`src/rtl/fullcalc_cu.sv`:
```
`default_nettype none
// ============================================================================
//  Module      : fullcalc_cu
//  Description : Moore control unit sequencing the FullCalc datapath
//                (load, decode, Calc/MUL/DIV wait, store, go/done handshake).
//                FULLCALC_TIMEOUT_EN enables the Calc/DIV wait timeout.
//  Revision    : 1.0 - initial release
// ============================================================================
module fullcalc_cu #(
    parameter int MUL_LAT = 1,
    parameter int TIMEOUT = 15
) (
    input  logic       clk,
    input  logic       rst,
    input  logic       go,
    input  logic [2:0] qF,
    input  logic       Done_Calc,
    input  logic       Done_DIV,
    output logic       En_F,
    output logic       En_X,
    output logic       En_Y,
    output logic       Go_Calc,
    output logic       Go_DIV,
    output logic [1:0] Op_Calc,
    output logic [1:0] Sel_L,
    output logic       Sel_H,
    output logic       En_out_L,
    output logic       En_out_H,
    output logic       done,
    output logic       err,
    output logic [3:0] cs
);

    typedef enum logic [3:0] {
        S_IDLE   = 4'd0,
        S_LOAD   = 4'd1,
        S_DECODE = 4'd2,
        S_CALC   = 4'd3,
        S_MUL    = 4'd4,
        S_DIV    = 4'd5,
        S_STORE  = 4'd6,
        S_DONE   = 4'd7,
        S_ERR    = 4'd8
    } state_t;

    if (MUL_LAT < 1 || MUL_LAT > 7) begin : g_bad_mul_lat
        $error("fullcalc_cu: MUL_LAT must be 1..7");
    end
    if (TIMEOUT < 1 || TIMEOUT > 255) begin : g_bad_timeout
        $error("fullcalc_cu: TIMEOUT must be 1..255");
    end

    localparam logic [2:0] c_MUL_LOAD = 3'(MUL_LAT - 1);

    state_t     r_state;
    state_t     w_next;
    logic [2:0] r_mul_cnt;
    logic [1:0] r_op_calc;
    logic [1:0] r_sel_l;
    logic       r_sel_h;
    logic       r_wide;
    logic [1:0] w_op_calc;
    logic [1:0] w_sel_l;
    logic       w_timeout;

`ifdef FULLCALC_TIMEOUT_EN
    localparam logic [7:0] c_TIMER_LAST = 8'(TIMEOUT - 1);
    logic [7:0] r_timer;

    always_ff @(posedge clk or negedge rst) begin
        if (!rst) begin
            r_timer <= 8'd0;
        end else if (r_state == S_DECODE) begin
            r_timer <= 8'd0;
        end else if (r_state == S_CALC || r_state == S_DIV) begin
            r_timer <= r_timer + 8'd1;
        end
    end

    // Fires during the TIMEOUT-th wait cycle; a simultaneous done still wins.
    assign w_timeout = (r_timer == c_TIMER_LAST);
`else
    assign w_timeout = 1'b0;
`endif

    always_comb begin
        w_op_calc = 2'd0;
        w_sel_l   = 2'd0;
        case (qF)
            3'd1, 3'd2, 3'd3, 3'd4: begin
                w_op_calc = 2'(qF - 3'd1);
                w_sel_l   = 2'd1;
            end
            3'd5:    w_sel_l = 2'd2;
            3'd6:    w_sel_l = 2'd3;
            default: w_sel_l = 2'd0;
        endcase
    end

    always_ff @(posedge clk or negedge rst) begin
        if (!rst) begin
            r_state   <= S_IDLE;
            r_mul_cnt <= 3'd0;
            r_op_calc <= 2'd0;
            r_sel_l   <= 2'd0;
            r_sel_h   <= 1'b0;
            r_wide    <= 1'b0;
        end else begin
            r_state <= w_next;
            if (r_state == S_DECODE) begin
                r_mul_cnt <= c_MUL_LOAD;
                r_op_calc <= w_op_calc;
                r_sel_l   <= w_sel_l;
                r_sel_h   <= (qF == 3'd6);
                r_wide    <= (qF == 3'd5) || (qF == 3'd6);
            end else if (r_state == S_MUL && r_mul_cnt != 3'd0) begin
                r_mul_cnt <= r_mul_cnt - 3'd1;
            end
        end
    end

    always_comb begin
        w_next   = r_state;
        En_F     = 1'b0;
        En_X     = 1'b0;
        En_Y     = 1'b0;
        Go_Calc  = 1'b0;
        Go_DIV   = 1'b0;
        En_out_L = 1'b0;
        En_out_H = 1'b0;
        done     = 1'b0;
        err      = 1'b0;
        case (r_state)
            S_IDLE: if (go) w_next = S_LOAD;
            S_LOAD: begin
                En_F   = 1'b1;
                En_X   = 1'b1;
                En_Y   = 1'b1;
                w_next = S_DECODE;
            end
            S_DECODE: begin
                case (qF)
                    3'd0:                   w_next = S_STORE;
                    3'd1, 3'd2, 3'd3, 3'd4: w_next = S_CALC;
                    3'd5:                   w_next = S_MUL;
                    3'd6:                   w_next = S_DIV;
                    default:                w_next = S_ERR;
                endcase
            end
            S_CALC: begin
                Go_Calc = 1'b1;
                if (Done_Calc)      w_next = S_STORE;
                else if (w_timeout) w_next = S_ERR;
            end
            S_DIV: begin
                Go_DIV = 1'b1;
                if (Done_DIV)       w_next = S_STORE;
                else if (w_timeout) w_next = S_ERR;
            end
            S_MUL: if (r_mul_cnt == 3'd0) w_next = S_STORE;
            S_STORE: begin
                En_out_L = 1'b1;
                En_out_H = r_wide;
                w_next   = S_DONE;
            end
            S_DONE: begin
                done = 1'b1;
                if (!go) w_next = S_IDLE;
            end
            S_ERR: begin
                err = 1'b1;
                if (!go) w_next = S_IDLE;
            end
            default: w_next = S_IDLE;
        endcase
    end

    assign Op_Calc = r_op_calc;
    assign Sel_L   = r_sel_l;
    assign Sel_H   = r_sel_h;
    assign cs      = r_state;

endmodule
`default_nettype wire

```
`config.mk`:
```
export PLATFORM = sky130hd
export DESIGN_NAME = fullcalc_cu
export DESIGN_NICKNAME = d
export VERILOG_FILES = /design/src/rtl/fullcalc_cu.sv
export SDC_FILE = /design/constraint.sdc
export NUM_CORES = 1
export LEC_CHECK = 0
export CORE_UTILIZATION = 46
export CTS_CLUSTER_SIZE = 25
export DETAILED_ROUTE_END_ITERATION = 10
export PLACE_DENSITY = 0.82
export SLEW_MARGIN = 10
export SYNTH_ARGS = -nofsm -noshare
export SYNTH_HDL_FRONTEND = slang
export SYNTH_SLANG_ARGS = --single-unit
```
`constraint.sdc`:
```
create_clock -name clk -period 1.95 [get_ports clk]
set_clock_uncertainty 0.2 [all_clocks]
set_input_delay 0.39 -clock clk [delete_from_list [all_inputs] [get_ports clk]]
set_output_delay 0.39 -clock clk [all_outputs]
set_load 0.01 [all_outputs]
```
==> qor.csv, run 1 <==
metric;value;unit
path_cells;buf_6 > or4bb_1 > inv_1 > buf_2;
slowest_stage;or4bb_1;
setup_viol;8;
synth_edf_count;0;
finalCritPeriodShare;110;%
fmax;0.467;GHz
synth_nets;109;
ys_warn_count;0;
drv_cap;0;
grt_use_total;26.9;%
grt_pass1_vias;926;
fin_util;84.6;%
hpwl;1780;um
cts_sinks;13;
drive_gt1_share;43.8;%
final_nets;161;
yosysSeqAreaShare;37.3;%
grt_overflow;0;
ios;26;
rsz0062_at_grt;true;
core_area;1750;um2
finalWorstSetupSlack;-193;ps
final_cell_mix;20 x buf_4, 12 x dfrtp_1, 11 x buf_6;
n_antenna_cell;0;
p_leak;0.000713;uW
maxSlewHeadroom;60.1;%
cts.htree.levels;1;
cp-end-kind;output pin;
multi_input_area;586;um2
crit_path_start;cs[3]$_DFFE_PN0P_;
min_period;2140;ps
hold_buffers;0;
drc;0;
layout-area-overhead-vs-synth;69.3;%
holdCritPathClass;primary input to asynchronous set/reset pin;
synth_ff_type;dfrtp_1;
initial_core_util;50.0;%
grt_pass1_wl;3980;um
portBuffers;25;
synth-seq-cells;13;
power;1930;uW
cp.required;1360;ps
syn-instance-count;95;
tritoncts;done;
register_area;327;um2
yosysUniqueCellTypes;34;
path_max_fanout;3;
viasPerCell;5.54;
vdd_drop_max;0.00106;V
layout_commonest_cell;buf_4;
first_iter_violations;24;
routedWlPerCell;16.5;um
hold_viol;0;
grt_max_degree;14;
globalplace.congestion;0.916;
crit_type;register to output pin;
vias;948;
p_per_area;1310;nW/um2
syn_area;872;um2
clk_path_buf_depth;2;
clk_latency;280;ps
clkTransAtPathRegs;90;ps
syn_avg_cell_area;9.18;um2
cts-root-buf;clkbuf_4;
status;finished, violations left;
die_h;45.5;um
die_w;45.5;um
whs;280;ps
wl;2820;um
crit_buf_inv;3;
violations;negative setup slack;
critPathTopFamily;simple AND/OR/NAND/NOR gates;
drv_slew;0;
r2r-start;cs[3]$_DFFE_PN0P_;
die_area;2070;um2
rows;15;
first_pass_iters;4;
antenna_found_initial;0;
cts_made_buffers;3;
start_kind;register;
async_flop_share;100;%
final.fill_count;100;
max_slew.worst_pin.slew;597;ps
drtAntennaViolNets;0;
critPathMaxStageDelay;500;ps
arrival;1550;ps
path summary, 6_finish.rpt:
check,end,slack (ps),cells past startpoint
min in group clk,r_wide$_DFFE_PN0P_,290,1
worst max register to register,Op_Calc[1]$_DFFE_PN0P_,0,5
worst max-delay path,Go_DIV,-190,4
worst min register to register,r_wide$_DFFE_PN0P_,290,1
worst min-delay path,r_mul_cnt[1]$_DFFE_PN0P_,280,1
max in group asynchronous,cs[2]$_DFFE_PN0P_,840,1
cells in the mapped netlist, types with 2 or more instances:
master	n	area [um2]
mux2i_1	3	30.0
nor3_1	2	10.0
dfrtp_1	13	325
buf_4	2	15.0
nor2_1	4	15.0
clkbuf_1	3	11.3
inv_1	9	33.8
o21ai_0	4	20.0
nand2_1	11	41.3
or3_1	2	12.5
a211oi_1	2	15.0
or4_1	3	22.5
nor2b_1	3	18.8
or2_2	3	18.8
nand2b_1	2	12.5
o31ai_1	2	15.0
buf_2	3	15.0
a21o_1	3	22.5
ha_1	6	75.1
routing by layer:
layer  vias up  global-route usage (%)  wire length (um)
met5         -                       0                 0
met4         0                    10.9                21
met1       476                    34.3              1230
li1        435                       -                 -
met3         2                    3.57                89
met2        35                    45.4              1480
sequential cells by signal, indices dropped and copies added (netlist names):
name	cells
cs	4
r_mul_cnt	3
Op_Calc	2
Sel_L	2
Sel_H	1
r_wide	1
report_power, final:
| group | total [uW] | internal, uW | switching, uW |
|---|---|---|---|
| Combinational | 1330 | 697 | 629 |
| Sequential | 437 | 361 | 76.1 |
| Clock | 172 | 76.1 | 96.0 |
worst reg2reg max path: cells and delay by family, from the launching register on:
family | cells | cell delay (ps)
compound gates | 1 | 220
flops | 1 | 440
simple gates | 1 | 550
buf+inv | 3 | 460
what timing repair did:
item	4_1_cts	5_1_grt
buffers inserted	5	3
pin swaps	6	7
endpoints found under the setup margin	20	19
resized for setup	52	22
through the flow:
stage / instance area (um2) / setup slack, ps / setup TNS [ps] / std cells
finish: 1480 / -193 / -847 / 171
global route: 1480 / -234 / -1510 / 171
CTS: 1380 / -145 / -443 / 168
detailed placement: 1280 / -466 / -4260 / 159
global placement: 1280 / -403 / -3770 / 159
floorplan: 878 / 17.8 / 0 / 95
cells by family after synthesis:
group                      Yosys count  synth area share [%]
and+or+nand+nor                     37                  24.4
DFF                                 13                  37.3
muxes                                3                  3.44
adders and majority gates            6                  8.61
AOI/OAI and AO/OA                   19                  17.6
buffers and inverters               17                  8.61
final cells by class:
cell class	count	share of cell area [%]
inverter	9	2.29
tap	25	2.12
timing repair buffer	55	31.9
clock buffer	3	1.53
multi-input combinational	65	39.7
sequential	13	22.1
clock inverter	1	0.339
No activity file was read; power rests on OpenSTA's default activity.
==> run 2: changes to the inputs <==
Settings changed: REMOVE_ABC_BUFFERS from default to 1, SLEW_MARGIN 10 to default.
==> qor.csv, run 2 (same netlist as run 1, synthesis figures left out) <==
metric;value;unit;change
grt_max_degree;14;;unchanged
rsz0062_at_grt;true;;
clk_latency;290;ps;about the same
r2r-start;cs[0]$_DFFE_PN0P_;;
max_slew.worst_pin.slew;471;ps;-126 ps
die_h;45.5;um;unchanged
p_leak;0.000779;uW;+9.4%
min_period;2130;ps;-8.96 ps
cts-root-buf;clkbuf_4;;
wl;4090;um;+45%
status;finished, violations left;;
crit_type;register to register;;
numPlacedInstances;164;;+3.1%
grt_use_total;34.6;%;+7.6 points
core_area;1750;um2;unchanged
layout-area-overhead-vs-synth;87.2;%;
vdd_drop_max;0.00109;V;+2.7%
final_nets;173;;+7.5%
grt_pass1_wl;5020;um;+26%
tritoncts;done;;
cts_sinks;13;;unchanged
vias;1143;;+21%
n_antenna_cell;0;;unchanged
p_per_area;1370;nW/um2;+4.3%
holdCritPathClass;primary input to asynchronous set/reset pin;;
violations;negative setup slack;;
globalplace.congestion;0.828;;-9.6%
arrival;2090;ps;+540 ps
crit_path_start;cs[0]$_DFFE_PN0P_;;
fmax;0.469;GHz;+0.42%
whs;198;ps;-82.4 ps
grt_overflow;0;;unchanged
drtAntennaViolNets;0;;unchanged
ios;26;;unchanged
clkTransAtPathRegs;110;ps;+20 ps
layout.cells.non_filler;183;;+7.0%
critPathMaxStageDelay;540;ps;+40 ps
drv_cap;0;;unchanged
die_w;45.5;um;unchanged
grt_pass1_vias;1067;;+15%
hpwl;1740;um;-2.3%
hold_viol;0;;unchanged
cts_made_buffers;3;;unchanged
path_max_fanout;8;;+5
initial_core_util;50.0;%;unchanged
path_cells;buf_4 > buf_6 > buf_4 > or4b_4 > buf_8 > nand2_1 > o21ai_0;;
maxSlewHeadroom;68.4;%;+8.3 points
finalWorstSetupSlack;-184;ps;+8.96 ps
antenna_found_initial;0;;unchanged
power;2230;uW;+15%
final_cell_mix;35 x buf_4, 12 x buf_6, 11 x clkdlybuf4s50_1;;
drv_slew;0;;unchanged
rows;15;;unchanged
drive_gt1_share;55.1;%;+11 points
clk_path_buf_depth;2;;unchanged
setup_viol;19;;+11
drc;0;;unchanged
crit_path_frequent_cell;buf_4;;
first_iter_violations;41;;+71%
start_kind;register;;
portBuffers;25;;unchanged
cp-end-kind;register;;
routedWlPerCell;22.4;um;+36%
layout_commonest_cell;buf_4;;
die_area;2070;um2;unchanged
viasPerCell;6.25;;+13%
cts.htree.levels;1;;unchanged
largest_reg_flops;4;;unchanged
first_pass_iters;4;;unchanged
finalCritPeriodShare;109;%;-0.46 points
cp.required;1910;ps;+550 ps
slowest_stage;or4b_4;;
==> run 2: metrics by stage <==
stage | TNS (ps) | cell area [um2] | setup slack, ps | utilization, %
floorplan | -715 | 831 | -236 | -
global placement | -4320 | 1320 | -422 | 75.3
detailed placement | -4950 | 1320 | -480 | 75.3
CTS | -386 | 1500 | -125 | 86.1
global route | -2540 | 1630 | -226 | 93.5
finish | -1720 | 1630 | -184 | 93.5
==> run 2: repair_timing <==
action                     in CTS  in global routing
gates resized for setup        56                 38
buffers inserted               13                  6
pin swaps                       7                 10
hold buffers                    0                  0
setup endpoints to repair      25                 23
==> run 2: layout make-up <==
cell class	count	area (um2)
sequential	13	330
inverter	9	33.8
timing repair buffer	67	591
clock inverter	1	5.00
multi-input combinational	65	619
fill	55	113
clock buffer	3	22.5
tap	25	31.3
==> run 2: report_power, final <==
group	total, uW	internal, uW	switching [uW]
logic	1550	828	726
clock network	193	76.3	116
registers	484	366	118
total	2230	1270	961
==> run 2: worst paths after layout <==
check                                      endpoint  slack, ps  cells after the start
min reg2reg                r_mul_cnt[0]$_DFFE_PN0P_        310                      1
min                               cs[1]$_DFFE_PN0P_        200                      2
max reg2reg                       Sel_H$_DFFE_PN0P_       -180                      7
max                               Sel_H$_DFFE_PN0P_       -180                      7
max in group asynchronous         cs[0]$_DFFE_PN0P_       1160                      2
min in group clk           r_mul_cnt[0]$_DFFE_PN0P_        310                      1
==> run 2: critical path, delay by kind of cell, from the launching register on <==
kind                   cells  cell delay, ps
flip-flops                 1             450
AO/OA/AOI/OAI              1             120
buffers and inverters      4             590
AND/OR/NAND/NOR            2             630
==> run 2: per-layer routing <==
metal  part of all wire (%)  global-route usage (%)
met5                      0                       0
met4                    7.6                    18.2
met3                    9.2                    7.54
met2                     48                    56.9
met1                     35                    41.8
==> run 3: changes to the inputs <==
--- a/constraint.sdc
+++ b/constraint.sdc
@@ -4,2 +4,2 @@
 set_output_delay 0.39 -clock clk [all_outputs]
-set_load 0.01 [all_outputs]
+set_load 0.005 [all_outputs]
==> qor.csv, run 3 (same netlist as run 1, synthesis figures left out) <==
metric;value;unit;change
routedWlPerCell;19.9;um;-11%
die_h;45.5;um;unchanged
setup_viol;18;;-1
rows;15;;unchanged
design_area;1620;um2;-0.77%
hold_buffers;0;;unchanged
wl;3670;um;-10%
fmax;0.463;GHz;-1.1%
globalplace.congestion;0.843;;+1.7%
layout-area-overhead-vs-synth;85.8;%;
place_area;1320;um2;unchanged
cts.htree.levels;1;;unchanged
antenna_found_initial;0;;unchanged
clkTransAtPathRegs;100;ps;about the same
p_leak;0.000789;uW;+1.2%
largest_reg_flops;4;;unchanged
portBuffers;25;;unchanged
die_w;45.5;um;unchanged
p_per_area;1330;nW/um2;-2.3%
first_pass_iters;4;;unchanged
holdCritPathClass;primary input to asynchronous set/reset pin;;
cts_sinks;13;;unchanged
max_slew.worst_pin.slew;534;ps;+63.1 ps
vias;1072;;-6.2%
path_max_fanout;3;;-5
drive_gt1_share;51.6;%;-3.5 points
tritoncts;done;;
register_area;328;um2;-0.76%
vdd_drop_max;0.00108;V;-1.0%
final.fill_count;62;;+13%
clk_path_buf_depth;2;;unchanged
final_nets;174;;+0.58%
drv_cap;0;;unchanged
finalWorstSetupSlack;-209;ps;-24.7 ps
grt_pass1_wl;4680;um;-6.9%
path_cells;buf_6 > or4bb_1 > inv_1 > buf_2;;
first_iter_violations;41;;unchanged
initial_core_util;50.0;%;unchanged
hold_viol;0;;unchanged
ios;26;;unchanged
slowest_stage;or4bb_1;;
cp.required;1360;ps;-550 ps
cp-end-kind;output pin;;
multi_input_area;594;um2;-4.0%
fin_util;92.8;%;-0.72 points
layout.cells.non_filler;184;;+0.55%
drc;0;;unchanged
n_antenna_cell;0;;unchanged
numPlacedInstances;164;;unchanged
grt_max_degree;14;;unchanged
viasPerCell;5.83;;-6.7%
cts_made_buffers;3;;unchanged
dpl_worst_slack;-504;ps;-24.2 ps
critPathMaxStageDelay;510;ps;-30 ps
drtAntennaViolNets;0;;unchanged
finalSetupTns;-2050;ps;-330 ps
clk_latency;290;ps;about the same
grt_pass1_vias;1018;;-4.6%
layout_commonest_cell;buf_4;;
grt_overflow;0;;unchanged
core_area;1750;um2;unchanged
drv_slew;0;;unchanged
rsz0062_at_grt;true;;
start_kind;register;;
die_area;2070;um2;unchanged
cts-root-buf;clkbuf_4;;
violations;negative setup slack;;
crit_type;register to output pin;;
maxSlewHeadroom;64.1;%;-4.2 points
status;finished, violations left;;
hpwl;1830;um;+5.3%
finalCritPeriodShare;111;%;+1.3 points
arrival;1570;ps;-520 ps
min_period;2160;ps;+24.7 ps
grt_use_total;32.5;%;-2.1 points
final_cell_mix;31 x buf_4, 16 x buf_6, 11 x dfrtp_1;;
run 3: per-layer routing:
metal / global-route usage, % / part of all wire [%] / up-vias
li1: - / - / 462
met1: 35.6 / 38 / 515
met2: 59.4 / 51 / 71
met3: 5.95 / 6.5 / 24
met4: 15.2 / 4.5 / 0
met5: 0 / 0 / -
run 3: critical path, delay by kind of cell (launching register included):
kind,cells,cell delay [ps]
flops,1,450
simple gates,1,510
buf+inv,3,340
run 3: power breakdown:
part / internal [uW] / switching [uW] / leakage [uW]
sequential: 362 / 88.4 / 0.000166
clock: 76.2 / 105 / 0.0000177
combinational: 858 / 673 / 0.000605
run 3: final timing paths:
path	from	endpoint	slack, ps	depth (start not counted)
worst min-delay path	rst	r_mul_cnt[2]$_DFFE_PN0P_	210	2
worst max-delay path	cs[3]$_DFFE_PN0P_	Go_DIV	-210	4
worst min register to register	Sel_L[1]$_DFFE_PN0P_	Sel_L[1]$_DFFE_PN0P_	290	1
worst max register to register	cs[3]$_DFFE_PN0P_	r_mul_cnt[1]$_DFFE_PN0P_	-130	7
max in group asynchronous	rst	cs[3]$_DFFE_PN0P_	1140	2
min in group clk	Sel_L[1]$_DFFE_PN0P_	Sel_L[1]$_DFFE_PN0P_	290	1
run 3: cell type report:
cell class	instances	area share (%)
Tap cell	25	1.93
Inverter	9	2.08
Sequential cell	13	20.2
Clock buffer	3	1.39
Timing Repair Buffer	68	37.4
Multi-Input combinational cell	65	36.7
Clock inverter	1	0.309
run 3: per-stage QoR:
step	power, uW	hold WS [ps]
6_report	2160	209
5_1_grt	2230	222
4_1_cts	1900	226
3_5_place_dp	1450	269
3_3_place_gp	1400	256
2_1_floorplan	793	-106
run 3: timing repair:
action | 4_1_cts | 5_1_grt
buffers inserted | 13 | 4
gates resized for setup | 70 | 22
endpoints found under the setup margin | 21 | 23
pin swaps | 12 | 7
